### config.mk
export PLATFORM = sky130hd
export DESIGN_NAME = ex_stage_mdu
export DESIGN_NICKNAME = d
export VERILOG_FILES = /design/src/rtl/ex_pkg.sv /design/src/rtl/mdu_iter.sv /design/src/rtl/ex_stage_mdu.sv
export SDC_FILE = /design/constraint.sdc
export NUM_CORES = 2
export LEC_CHECK = 0
export ABC_AREA = 1
export CAP_MARGIN = 0
export CORE_MARGIN = 2
export CORE_UTILIZATION = 40
export DETAILED_ROUTE_END_ITERATION = 8
export PLACE_DENSITY_LB_ADDON = 0.12
export SYNTH_ARGS = -nofsm -noshare
export SYNTH_HDL_FRONTEND = slang
export SYNTH_SLANG_ARGS = --single-unit
### constraint.sdc
create_clock -name clk -period 20.2 [get_ports clk]
set_input_delay 5.05 -clock clk [delete_from_list [all_inputs] [get_ports clk]]
set_output_delay 5.05 -clock clk [all_outputs]
set_load 0.01 [all_outputs]
### src/rtl/ex_pkg.sv
`default_nettype none
// ============================================================================
// Module      : ex_pkg
// Description : Shared encodings for the execute stage: ALU functions,
//               multiply/divide operations, mf selects, MDU states and
//               forwarding selects.
// Revision    : 1.0 - initial release
// ============================================================================
package ex_pkg;

    localparam logic [3:0] ALU_AND   = 4'd0;
    localparam logic [3:0] ALU_OR    = 4'd1;
    localparam logic [3:0] ALU_ADD   = 4'd2;
    localparam logic [3:0] ALU_XOR   = 4'd3;
    localparam logic [3:0] ALU_SLL   = 4'd4;
    localparam logic [3:0] ALU_SRL   = 4'd5;
    localparam logic [3:0] ALU_SUB   = 4'd6;
    localparam logic [3:0] ALU_SLT   = 4'd7;
    localparam logic [3:0] ALU_SRA   = 4'd8;
    localparam logic [3:0] ALU_SLLV  = 4'd9;
    localparam logic [3:0] ALU_SRLV  = 4'd10;
    localparam logic [3:0] ALU_SRAV  = 4'd11;
    localparam logic [3:0] ALU_NOR   = 4'd12;
    localparam logic [3:0] ALU_LUI   = 4'd13;
    localparam logic [3:0] ALU_SLTU  = 4'd14;
    localparam logic [3:0] ALU_PASSB = 4'd15;

    localparam logic [2:0] MD_NONE  = 3'd0;
    localparam logic [2:0] MD_MULT  = 3'd1;
    localparam logic [2:0] MD_MULTU = 3'd2;
    localparam logic [2:0] MD_DIV   = 3'd3;
    localparam logic [2:0] MD_DIVU  = 3'd4;
    localparam logic [2:0] MD_MTHI  = 3'd5;
    localparam logic [2:0] MD_MTLO  = 3'd6;

    localparam logic [1:0] MF_ALU = 2'd0;
    localparam logic [1:0] MF_HI  = 2'd1;
    localparam logic [1:0] MF_LO  = 2'd2;

    localparam logic [1:0] FWD_RF    = 2'd0;
    localparam logic [1:0] FWD_EXMEM = 2'd1;
    localparam logic [1:0] FWD_MEMWB = 2'd2;

    typedef enum logic [1:0] {
        S_IDLE = 2'd0,
        S_MUL  = 2'd1,
        S_DIV  = 2'd2,
        S_FIX  = 2'd3
    } mdu_state_t;

endpackage
`default_nettype wire

### src/rtl/mdu_iter.sv
`default_nettype none
// ============================================================================
// Module      : mdu_iter
// Description : Iterative radix-2 multiply/divide unit with HI/LO registers.
//               Works on magnitudes, then applies sign correction in FIX.
// Revision    : 1.0 - initial release
// ============================================================================
module mdu_iter
    import ex_pkg::*;
#(
    parameter int XLEN = 32
) (
    input  logic            clk,
    input  logic            reset,
    input  logic            start,
    input  logic [2:0]      op,
    input  logic [XLEN-1:0] a,
    input  logic [XLEN-1:0] b,
    input  logic            mt_hi_we,
    input  logic            mt_lo_we,
    input  logic [XLEN-1:0] mt_data,
    output logic [XLEN-1:0] hi,
    output logic [XLEN-1:0] lo,
    output logic            busy
);

    localparam int CW = $clog2(XLEN);
    localparam logic [CW-1:0] LAST_STEP = CW'(XLEN - 1);

    mdu_state_t      r_state;
    mdu_state_t      w_state_nxt;
    logic [CW-1:0]   r_cnt;
    logic [XLEN-1:0] r_hi;
    logic [XLEN-1:0] r_lo;
    logic [XLEN-1:0] r_acc;     // product high half / partial remainder
    logic [XLEN-1:0] r_q;       // multiplier / dividend shifting into quotient
    logic [XLEN-1:0] r_m;       // multiplicand / divisor magnitude
    logic            r_neg_a;
    logic            r_neg_b;
    logic            r_b_zero;
    logic            r_is_div;

    logic            w_go;
    logic            w_signed;
    logic            w_div_op;
    logic            w_a_neg;
    logic            w_b_neg;
    logic [XLEN-1:0] w_a_mag;
    logic [XLEN-1:0] w_b_mag;
    logic [XLEN:0]   w_mul_sum;
    logic [XLEN:0]   w_div_sh;
    logic [XLEN:0]   w_div_diff;
    logic            w_qbit;
    logic [2*XLEN-1:0] w_prod;
    logic [2*XLEN-1:0] w_prod_fix;

    assign w_signed = (op == MD_MULT) || (op == MD_DIV);
    assign w_div_op = (op == MD_DIV) || (op == MD_DIVU);
    assign w_go     = start && (r_state == S_IDLE) &&
                      (op == MD_MULT || op == MD_MULTU || w_div_op);
    assign w_a_neg  = w_signed & a[XLEN-1];
    assign w_b_neg  = w_signed & b[XLEN-1];
    assign w_a_mag  = w_a_neg ? -a : a;
    assign w_b_mag  = w_b_neg ? -b : b;

    // Shift-add multiply step: add multiplicand when the multiplier LSB is set
    assign w_mul_sum  = {1'b0, r_acc} + (r_q[0] ? {1'b0, r_m} : '0);
    // Restoring divide step: keep the difference only when it did not borrow
    assign w_div_sh   = {r_acc, r_q[XLEN-1]};
    assign w_div_diff = w_div_sh - {1'b0, r_m};
    assign w_qbit     = ~w_div_diff[XLEN];

    assign w_prod     = {r_acc, r_q};
    assign w_prod_fix = (r_neg_a ^ r_neg_b) ? -w_prod : w_prod;

    always_ff @(posedge clk) begin
        if (reset) begin
            r_state <= S_IDLE;
        end else begin
            r_state <= w_state_nxt;
        end
    end

    always_comb begin
        w_state_nxt = r_state;
        case (r_state)
            S_IDLE: if (w_go) w_state_nxt = w_div_op ? S_DIV : S_MUL;
            S_MUL,
            S_DIV:  if (r_cnt == LAST_STEP) w_state_nxt = S_FIX;
            S_FIX:  w_state_nxt = S_IDLE;
            default: w_state_nxt = S_IDLE;
        endcase
    end

    always_ff @(posedge clk) begin
        if (reset) begin
            r_cnt    <= '0;
            r_hi     <= '0;
            r_lo     <= '0;
            r_acc    <= '0;
            r_q      <= '0;
            r_m      <= '0;
            r_neg_a  <= 1'b0;
            r_neg_b  <= 1'b0;
            r_b_zero <= 1'b0;
            r_is_div <= 1'b0;
        end else begin
            case (r_state)
                S_IDLE: begin
                    if (w_go) begin
                        r_cnt    <= '0;
                        r_acc    <= '0;
                        r_q      <= w_a_mag;
                        r_m      <= w_b_mag;
                        r_neg_a  <= w_a_neg;
                        r_neg_b  <= w_b_neg;
                        r_b_zero <= (b == '0);
                        r_is_div <= w_div_op;
                    end
                end
                S_MUL: begin
                    r_acc <= w_mul_sum[XLEN:1];
                    r_q   <= {w_mul_sum[0], r_q[XLEN-1:1]};
                    r_cnt <= r_cnt + 1'b1;
                end
                S_DIV: begin
                    r_acc <= w_qbit ? w_div_diff[XLEN-1:0] : w_div_sh[XLEN-1:0];
                    r_q   <= {r_q[XLEN-2:0], w_qbit};
                    r_cnt <= r_cnt + 1'b1;
                end
                S_FIX: begin
                    if (r_is_div) begin
                        // Divide by zero naturally leaves |dividend| as remainder
                        r_lo <= r_b_zero ? '1 :
                                ((r_neg_a ^ r_neg_b) ? -r_q : r_q);
                        r_hi <= r_neg_a ? -r_acc : r_acc;
                    end else begin
                        r_hi <= w_prod_fix[2*XLEN-1:XLEN];
                        r_lo <= w_prod_fix[XLEN-1:0];
                    end
                end
                default: ;
            endcase
            if (mt_hi_we) r_hi <= mt_data;
            if (mt_lo_we) r_lo <= mt_data;
        end
    end

    assign hi   = r_hi;
    assign lo   = r_lo;
    assign busy = (r_state != S_IDLE);

endmodule
`default_nettype wire

### src/rtl/ex_stage_mdu.sv
`default_nettype none
// ============================================================================
// Module      : ex_stage_mdu
// Description : MIPS execute stage: operand forwarding, operand muxes, ALU and
//               iterative MDU with HI/LO; stalls dependent MDU traffic.
// Revision    : 1.0 - initial release
// ============================================================================
module ex_stage_mdu
    import ex_pkg::*;
#(
    parameter int XLEN  = 32,
    parameter int RADDR = 5
) (
    input  logic             clk,
    input  logic             reset,
    input  logic             ex_valid,
    input  logic [RADDR-1:0] rs_addr,
    input  logic [RADDR-1:0] rt_addr,
    input  logic [XLEN-1:0]  rs_data,
    input  logic [XLEN-1:0]  rt_data,
    input  logic [RADDR-1:0] exmem_rd,
    input  logic [RADDR-1:0] memwb_rd,
    input  logic             exmem_regwrite,
    input  logic             memwb_regwrite,
    input  logic [XLEN-1:0]  exmem_data,
    input  logic [XLEN-1:0]  memwb_data,
    input  logic [3:0]       alu_op,
    input  logic             use_shamt,
    input  logic [4:0]       shamt,
    input  logic             use_imm,
    input  logic [XLEN-1:0]  imm,
    input  logic [2:0]       md_op,
    input  logic [1:0]       mf_sel,
    output logic [XLEN-1:0]  result,
    output logic [XLEN-1:0]  store_data,
    output logic             stall,
    output logic             md_busy
);

    localparam int SHW = $clog2(XLEN);

    logic [1:0]      w_sel_a;
    logic [1:0]      w_sel_b;
    logic [XLEN-1:0] w_fwd_a;
    logic [XLEN-1:0] w_fwd_b;
    logic [XLEN-1:0] w_a;
    logic [XLEN-1:0] w_b;
    logic [SHW-1:0]  w_sh;
    logic [XLEN-1:0] w_lui;
    logic [XLEN-1:0] w_alu;
    logic [XLEN-1:0] w_hi;
    logic [XLEN-1:0] w_lo;
    logic            w_md_req;
    logic            w_issue;
    logic            w_start;

    function automatic logic [1:0] fwd_select(
        input logic [RADDR-1:0] src,
        input logic [RADDR-1:0] em_rd,
        input logic             em_we,
        input logic [RADDR-1:0] mw_rd,
        input logic             mw_we
    );
        if (src == '0)                      return FWD_RF;
        else if (em_we && (em_rd == src))   return FWD_EXMEM;
        else if (mw_we && (mw_rd == src))   return FWD_MEMWB;
        else                                return FWD_RF;
    endfunction

    assign w_sel_a = fwd_select(rs_addr, exmem_rd, exmem_regwrite, memwb_rd, memwb_regwrite);
    assign w_sel_b = fwd_select(rt_addr, exmem_rd, exmem_regwrite, memwb_rd, memwb_regwrite);

    assign w_fwd_a = (w_sel_a == FWD_EXMEM) ? exmem_data :
                     (w_sel_a == FWD_MEMWB) ? memwb_data : rs_data;
    assign w_fwd_b = (w_sel_b == FWD_EXMEM) ? exmem_data :
                     (w_sel_b == FWD_MEMWB) ? memwb_data : rt_data;

    assign w_a   = use_shamt ? {{(XLEN-5){1'b0}}, shamt} : w_fwd_a;
    assign w_b   = use_imm ? imm : w_fwd_b;
    assign w_sh  = w_a[SHW-1:0];
    assign w_lui = imm << 16;

    always_comb begin
        w_alu = '0;
        case (alu_op)
            ALU_AND:   w_alu = w_a & w_b;
            ALU_OR:    w_alu = w_a | w_b;
            ALU_ADD:   w_alu = w_a + w_b;
            ALU_XOR:   w_alu = w_a ^ w_b;
            ALU_SLL,
            ALU_SLLV:  w_alu = w_b << w_sh;
            ALU_SRL,
            ALU_SRLV:  w_alu = w_b >> w_sh;
            ALU_SUB:   w_alu = w_a - w_b;
            ALU_SLT:   w_alu = {{(XLEN-1){1'b0}}, ($signed(w_a) < $signed(w_b))};
            ALU_SRA,
            ALU_SRAV:  w_alu = $signed(w_b) >>> w_sh;
            ALU_NOR:   w_alu = ~(w_a | w_b);
            ALU_LUI:   w_alu = w_lui;
            ALU_SLTU:  w_alu = {{(XLEN-1){1'b0}}, (w_a < w_b)};
            ALU_PASSB: w_alu = w_b;
            default:   w_alu = w_b;
        endcase
    end

    // Only MDU-touching instructions wait on the MDU; plain ALU ops flow past
    assign w_md_req = (md_op != MD_NONE) || (mf_sel != MF_ALU);
    assign stall    = ex_valid && md_busy && w_md_req;
    assign w_issue  = ex_valid && !stall;
    assign w_start  = w_issue && (md_op == MD_MULT || md_op == MD_MULTU ||
                                  md_op == MD_DIV  || md_op == MD_DIVU);

    mdu_iter #(
        .XLEN (XLEN)
    ) u_mdu (
        .clk      (clk),
        .reset    (reset),
        .start    (w_start),
        .op       (md_op),
        .a        (w_fwd_a),
        .b        (w_fwd_b),
        .mt_hi_we (w_issue && (md_op == MD_MTHI)),
        .mt_lo_we (w_issue && (md_op == MD_MTLO)),
        .mt_data  (w_fwd_a),
        .hi       (w_hi),
        .lo       (w_lo),
        .busy     (md_busy)
    );

    assign result     = (mf_sel == MF_HI) ? w_hi :
                        (mf_sel == MF_LO) ? w_lo : w_alu;
    assign store_data = w_fwd_b;

endmodule
`default_nettype wire

; ---- After elaboration in Yosys (flattened, before gate mapping)
; Index checks and enable logic that the tools add are counted.
[totals]
regBits = 171
output_inout_bits = 66
word_cells = 150
in_bits = 201
[op_classes]
n_mux = 39
reduce_logical = 40
n_bitwise = 8
shifts = 3
add_sub_neg = 10
n_eq_ne = 37
magnitude_cmp = 2
[op_table]
columns = operator, count
row1 = $mux 32, 23
row2 = $pmux 32 s13, 1
row3 = $pmux 32 s3, 2
row4 = $neg 32->32, 4
row5 = $lt 32x32->1, 2
row6 = $mux 64, 1
row7 = $neg 64->64, 1
row8 = $add 32x33->33, 1
row9 = $sub 33x32->33, 1
row10 = $add 32x32->32, 1
row11 = $and 32x32->32, 1
row12 = $eq 4x4->1 const B, 8
row13 = $logic_not 32->1, 1
row14 = $not 32->32, 1
row15 = $or 32x32->32, 1
row16 = $shl 32x5->32, 1
row17 = $shr 32x5->32, 1
row18 = $sshr 32x5->32, 1
row19 = $sub 32x32->32, 1
row20 = $xor 32x32->32, 1
row21 = $eq 5x5->1, 4
row22 = $mux 2, 9
row23 = $eq 4x3->1 const B, 4
row24 = $logic_and 1x1->1, 12
row25 = 25 further kinds, 56

; ---- Depth between registers and ports, before layout
[logic_depth]
word_depth = 14
depth_mapped = 38
mapped_depth_nobuf = 36

; ---- Hierarchy
; A second synthesis with hierarchy kept.
[unflattened]
cells_unflattened = 5583
hier_area_um2 = 30005.0
[modules_own_cells]
columns = module, seq_area_each_um2, area_each_um2, n_inst, cells_each
row1 = mdu_iter, 3423.3, 16714.8, 1, 2922
row2 = ex_stage_mdu, 0.0, 13290.2, 1, 2661

; ---- Least setup slack after synthesis
; OpenSTA, ideal clock, no wires.
[synth_timing]
path_type = input to output
startpoint = input rs_addr[3]
endpoint = output result[29]
t_arrival_ns = 8.878
n_path_buf = 3
path_slack_ns = 6.272
required_ns = 15.150
cell_stages = 36
path_cell_list = inv_1 nand2_1 nand2_1 nor2_1 nand2_1 nor2_4 nand2_2 buf_6 o21ai_0 nand2_1 o21ai_2 inv_2 o21ai_4 inv_2 buf_2 buf_1 ha_1 inv_1 a21oi_1 o21a_1 nand2_1 a21boi_0 o21ai_0 nand2_1 nand2_1 nand3_1 nand2_1 nand2_1 nand2_1 nand2_1 o21ai_1 or2_2 nand2_1 nand2_1 nand2_1 nand2_1
[synth_via]
elab_chain_len = 14
elab_cells_between_ends = 25
cone_classes = 2 x add/sub / 4 x eq/ne / 3 x shift / 9 x mux / 4 x bitwise / 3 x reduce/logical
[synth_lines]
columns = item, line_no
row1 = "start, declared", ex_stage_mdu.sv:17  ; input logic [RADDR-1:0] rs_addr,
row2 = $eq 5x5->1, ex_stage_mdu.sv:66  ; else if (mw_we && (mw_rd == src)) return FWD_MEMWB;
row3 = $logic_and 1x1->1, ex_stage_mdu.sv:66
row4 = $mux 2, ex_stage_mdu.sv:66
row5 = $mux 2, ex_stage_mdu.sv:65  ; else if (em_we && (em_rd == src)) return FWD_EXMEM;
row6 = $mux 2 (*), ex_stage_mdu.sv:64  ; if (src == '0) return FWD_RF;
row7 = $eq 2x2->1, ex_stage_mdu.sv:74  ; (w_sel_a == FWD_MEMWB) ? memwb_data : rs_data;
row8 = $mux 32, ex_stage_mdu.sv:74
row9 = $mux 32 (*), ex_stage_mdu.sv:73  ; assign w_fwd_a = (w_sel_a == FWD_EXMEM) ? exmem_data :
row10 = $mux 32 (*), ex_stage_mdu.sv:78  ; assign w_a = use_shamt ? {{(XLEN-5){1'b0}}, shamt} : w_fwd_a;
row11 = "parallel branches: the longest is 2 deep, another holds $sub 32x32->32", --
row12 = $pmux 32 s13 (*), ex_stage_mdu.sv:85  ; case (alu_op)
row13 = $mux 32 (*), ex_stage_mdu.sv:131  ; (mf_sel == MF_LO) ? w_lo : w_alu;
row14 = $mux 32 (*), ex_stage_mdu.sv:130  ; assign result = (mf_sel == MF_HI) ? w_hi :
row15 = "end, declared", ex_stage_mdu.sv:34  ; output logic [XLEN-1:0] result,
; Mark *: on every way between the ends.

; ---- Worst setup path after layout
[layout_timing]
startpoint = input rt_addr[4]
endpoint = output result[28]
[layout_via]
elab_chain_len = 14
elab_cells_between_ends = 25
cone_classes = 2 x add/sub / 4 x eq/ne / 3 x shift / 9 x mux / 4 x bitwise / 3 x reduce/logical
[layout_lines]
columns = item, line_no
row1 = "start, declared", ex_stage_mdu.sv:18  ; input logic [RADDR-1:0] rt_addr,
row2 = $eq 5x5->1, ex_stage_mdu.sv:66
row3 = $logic_and 1x1->1, ex_stage_mdu.sv:66
row4 = $mux 2, ex_stage_mdu.sv:66
row5 = $mux 2, ex_stage_mdu.sv:65
row6 = $mux 2 (*), ex_stage_mdu.sv:64
row7 = $eq 2x2->1, ex_stage_mdu.sv:76  ; (w_sel_b == FWD_MEMWB) ? memwb_data : rt_data;
row8 = $mux 32, ex_stage_mdu.sv:76
row9 = $mux 32 (*), ex_stage_mdu.sv:75  ; assign w_fwd_b = (w_sel_b == FWD_EXMEM) ? exmem_data :
row10 = $mux 32 (*), ex_stage_mdu.sv:79  ; assign w_b = use_imm ? imm : w_fwd_b;
row11 = "parallel branches: the longest is 2 deep, another holds $sub 32x32->32", --
row12 = $pmux 32 s13 (*), ex_stage_mdu.sv:85
row13 = $mux 32 (*), ex_stage_mdu.sv:131
row14 = $mux 32 (*), ex_stage_mdu.sv:130
; Marked as above.

==> results.tsv <==
metric	value	unit
Max Cap Viol	0	
Pint	0.9862	mW
hold-critical path depth	2	
crit path kind	in -> out	
final instance area	32540	um2
Num CTS Buffers	17	
hold crit path type	reg -> reg	
reg-to-reg critical path endpoint	u_mdu.r_acc[29]	
Vias	38210	
Placeable Area	70390	um2
mean post-synth cell area	5.479	um2
part of the cycle the worst path needs	86.58	%
Worst path slowest cell	nand2_2	
Die Area	73510	um2
CTS Hold Bufs	0	
CTS clk-pin slew, worst paths	70	ps
status	complete, no violations	
Tot GR Track Use	46.72	%
Congestion Overflow GR	0	
Die Span Y	271.1	um
switch share	56.82	%
placed cells	6256	
register area	3425	um2
vias per cell	6.069	
Rel. slew slack	18.11	%
post-route setup TNS	0	ps
Iteration-0 DRC Markers	5043	
FP Rows	97	
Placed Area	31940	um2
Final min period	17490	ps
syn nets	5597	
met3 usage	9.710	%
Die X	271.1	um
yosys warns	0	
clk root buf	clkbuf_16	
Finish-stage setup viols	0	
Seq pwr share	19.4	%
GP Congestion	1.149	
Leak Pwr	16.00	nW
Slew Viols, Final	0	
Worst-Skew Late Latency	480	ps
vias in the first global route	36010	
# resized after CTS	0	
Yosys reg bits	171	
crit path DAT	12440	ps
Post-Synthesis Cells	5209	
met1 Track Usage GR	54.99	%
buffers added on ports	266	
initial antenna violation count	16	
Crit path largest cell delay	890	ps
Initial Util	40.55	%
CTS tree	yes	
Fin Hold WS	468.7	ps
share of cells above drive strength 1	5.049	%
Longest Clk Path Bufs	2	
Required @ worst endpoint	15150	ps
startpoint types	input pin	
htree depth	4	
ys flop type	dfxtp_1	
pwr dens	70.20	nW/um2
commonest cells after routing, fill and taps aside	nand2_1, inv_1, nand3_1	
area occupied by multi-input gates	21230	um2
crit-path max FO	34	
drt first pass iters	6	
async set-reset flop share out of synthesis	0	%
HPWL Detailed	143.0	mm
pre-CTS WS	3207	ps
clk sinks	171	
first-pass GRT wire length	252.7	mm
pin count of the biggest net entering global routing	79	
Switch Pwr	1.298	mW
Worst VDD drop	0.06105	mV
FF-to-FF path depth	22	
met2 Use GR	73.66	%
Tot Pwr	2.284	mW
Clock power frac	15.2	%
EDFF count, synth	0	
Syn-to-layout area delta	14.00	%
Yosys cell types	65	
Worst setup EP type	output port	
most common cell after layout, fill and taps aside	nand2_1	
Post-Route Utilization	46.22	%
postcts setup bufs	0	
FF-to-FF setup slack	15920	ps
post-synthesis sequential area ratio	11.99	%
Worst Slack Setup Final	2710	ps
net count reported at finish	5723	
Peak Freq	0.05718	GHz
drt drc	0	
fin cells	6295	
GRT busiest layer	met2	
worst hold endpoint	u_mdu.lo[22]	
Most common cell on crit path	nand2_1	
Post-Syn Area	28540	um2
Combinational Power Share	65.3	%
Min-Delay Startpoint	u_mdu.lo[22]	
Antenna Nets Post-Route	0	
RSZ-0062 raised after global routing	no	
Final Hold Viols	0	
final routed wire length divided by cell count	28.06	um
fillers	7918	
IO Pins	267	
worst slew pin tran	1227	ps
Final Skew	13.70	ps
reg-to-reg startpoint	u_mdu.r_q[31]	
Post-Route WL	176.6	mm
cell usage after synthesis (16+ instances only):
library cell  instances  area (um2)
nand2_1            1343        5041
inv_1               721        2706
nand3_1             551        2758
a21oi_1             427        2137
nor2_1              426        1599
o21ai_0             372        1862
ha_1                183        2290
dfxtp_1             171        3423
clkbuf_1            142       533.0
xor2_1               80       700.7
o22ai_1              75       469.2
nor3_1               63       315.3
buf_2                58       290.3
a31oi_1              53       331.6
o211ai_1             53       397.9
nand4_1              47       294.0
or2_2                41       256.5
o21ai_1              39       195.2
a221oi_1             29       254.0
o21a_1               25       187.7
o221ai_1             25       219.0
nor4_1               20       125.1
buf_4                17       127.6
xnor2_1              17       148.9
o21ai_2              16       140.1
state kept, by name, summed over array words and instances (netlist names):
name	count
u_mdu.r_acc	32
u_mdu.r_state	2
u_mdu.r_q	32
u_mdu.r_cnt	5
u_mdu.hi	32
u_mdu.r_b_zero	1
u_mdu.r_neg_a	1
u_mdu.r_is_div	1
u_mdu.r_neg_b	1
u_mdu.r_m	32
u_mdu.lo	32
power groups by stage:
stage               combinational (mW)  clock [mW]  sequential, mW
floorplan                        0.896           0           0.420
global placement                  1.43           0           0.449
detailed placement                1.42           0           0.449
CTS                               1.43       0.347           0.441
global route                      1.59       0.357           0.447
finish                            1.49       0.347           0.444
area by class of cell:
class | instances | share of cell area (%)
diodes | 7 | 0.05383
clock buffers | 19 | 1.392
clock inverters | 13 | 0.4038
inverters | 745 | 8.602
multi-input cells | 4050 | 65.26
flip-flops and latches | 171 | 10.52
well taps | 940 | 3.615
repair buffers | 350 | 10.15
layer usage:
layer	wire [um]	share of wire (%)	up-vias
li1	-	-	17510
met1	65280	37	17600
met2	76300	43	2497
met3	17770	10	593
met4	17210	9.7	8
met5	50	0.028	-
critical path, delay by kind of cell:
kind	cells	cell delay, ps
adder cells (fa/ha/maj)	1	440
AO/OA/AOI/OAI	7	1210
AND/OR/NAND/NOR	18	4470
buffers and inverters	4	1220
worst max path at each step:
stage | startpoint | to | slack (ps) | cells past startpoint
final | rt_addr[4] | result[28] | 2710 | 30
after global routing | exmem_rd[2] | result[28] | 2330 | 31
after CTS | exmem_rd[2] | result[21] | 3190 | 27
after detailed placement | exmem_rd[2] | result[21] | 3210 | 27
after global placement | rt_addr[1] | result[21] | 3250 | 27
after floorplan | rs_addr[3] | result[29] | 6270 | 36
cell families after synthesis:
| logic type | Yosys count | synth area share (%) |
|---|---|---|
| fa+ha+maj | 187 | 8.303 |
| buf+inv | 988 | 13.85 |
| simple gates | 2563 | 38.50 |
| xor+xnor | 97 | 2.976 |
| flops | 171 | 11.99 |
| mux | 1 | 0.03507 |
| compound gates | 1202 | 24.35 |
(Power assumes the default switching activity.)
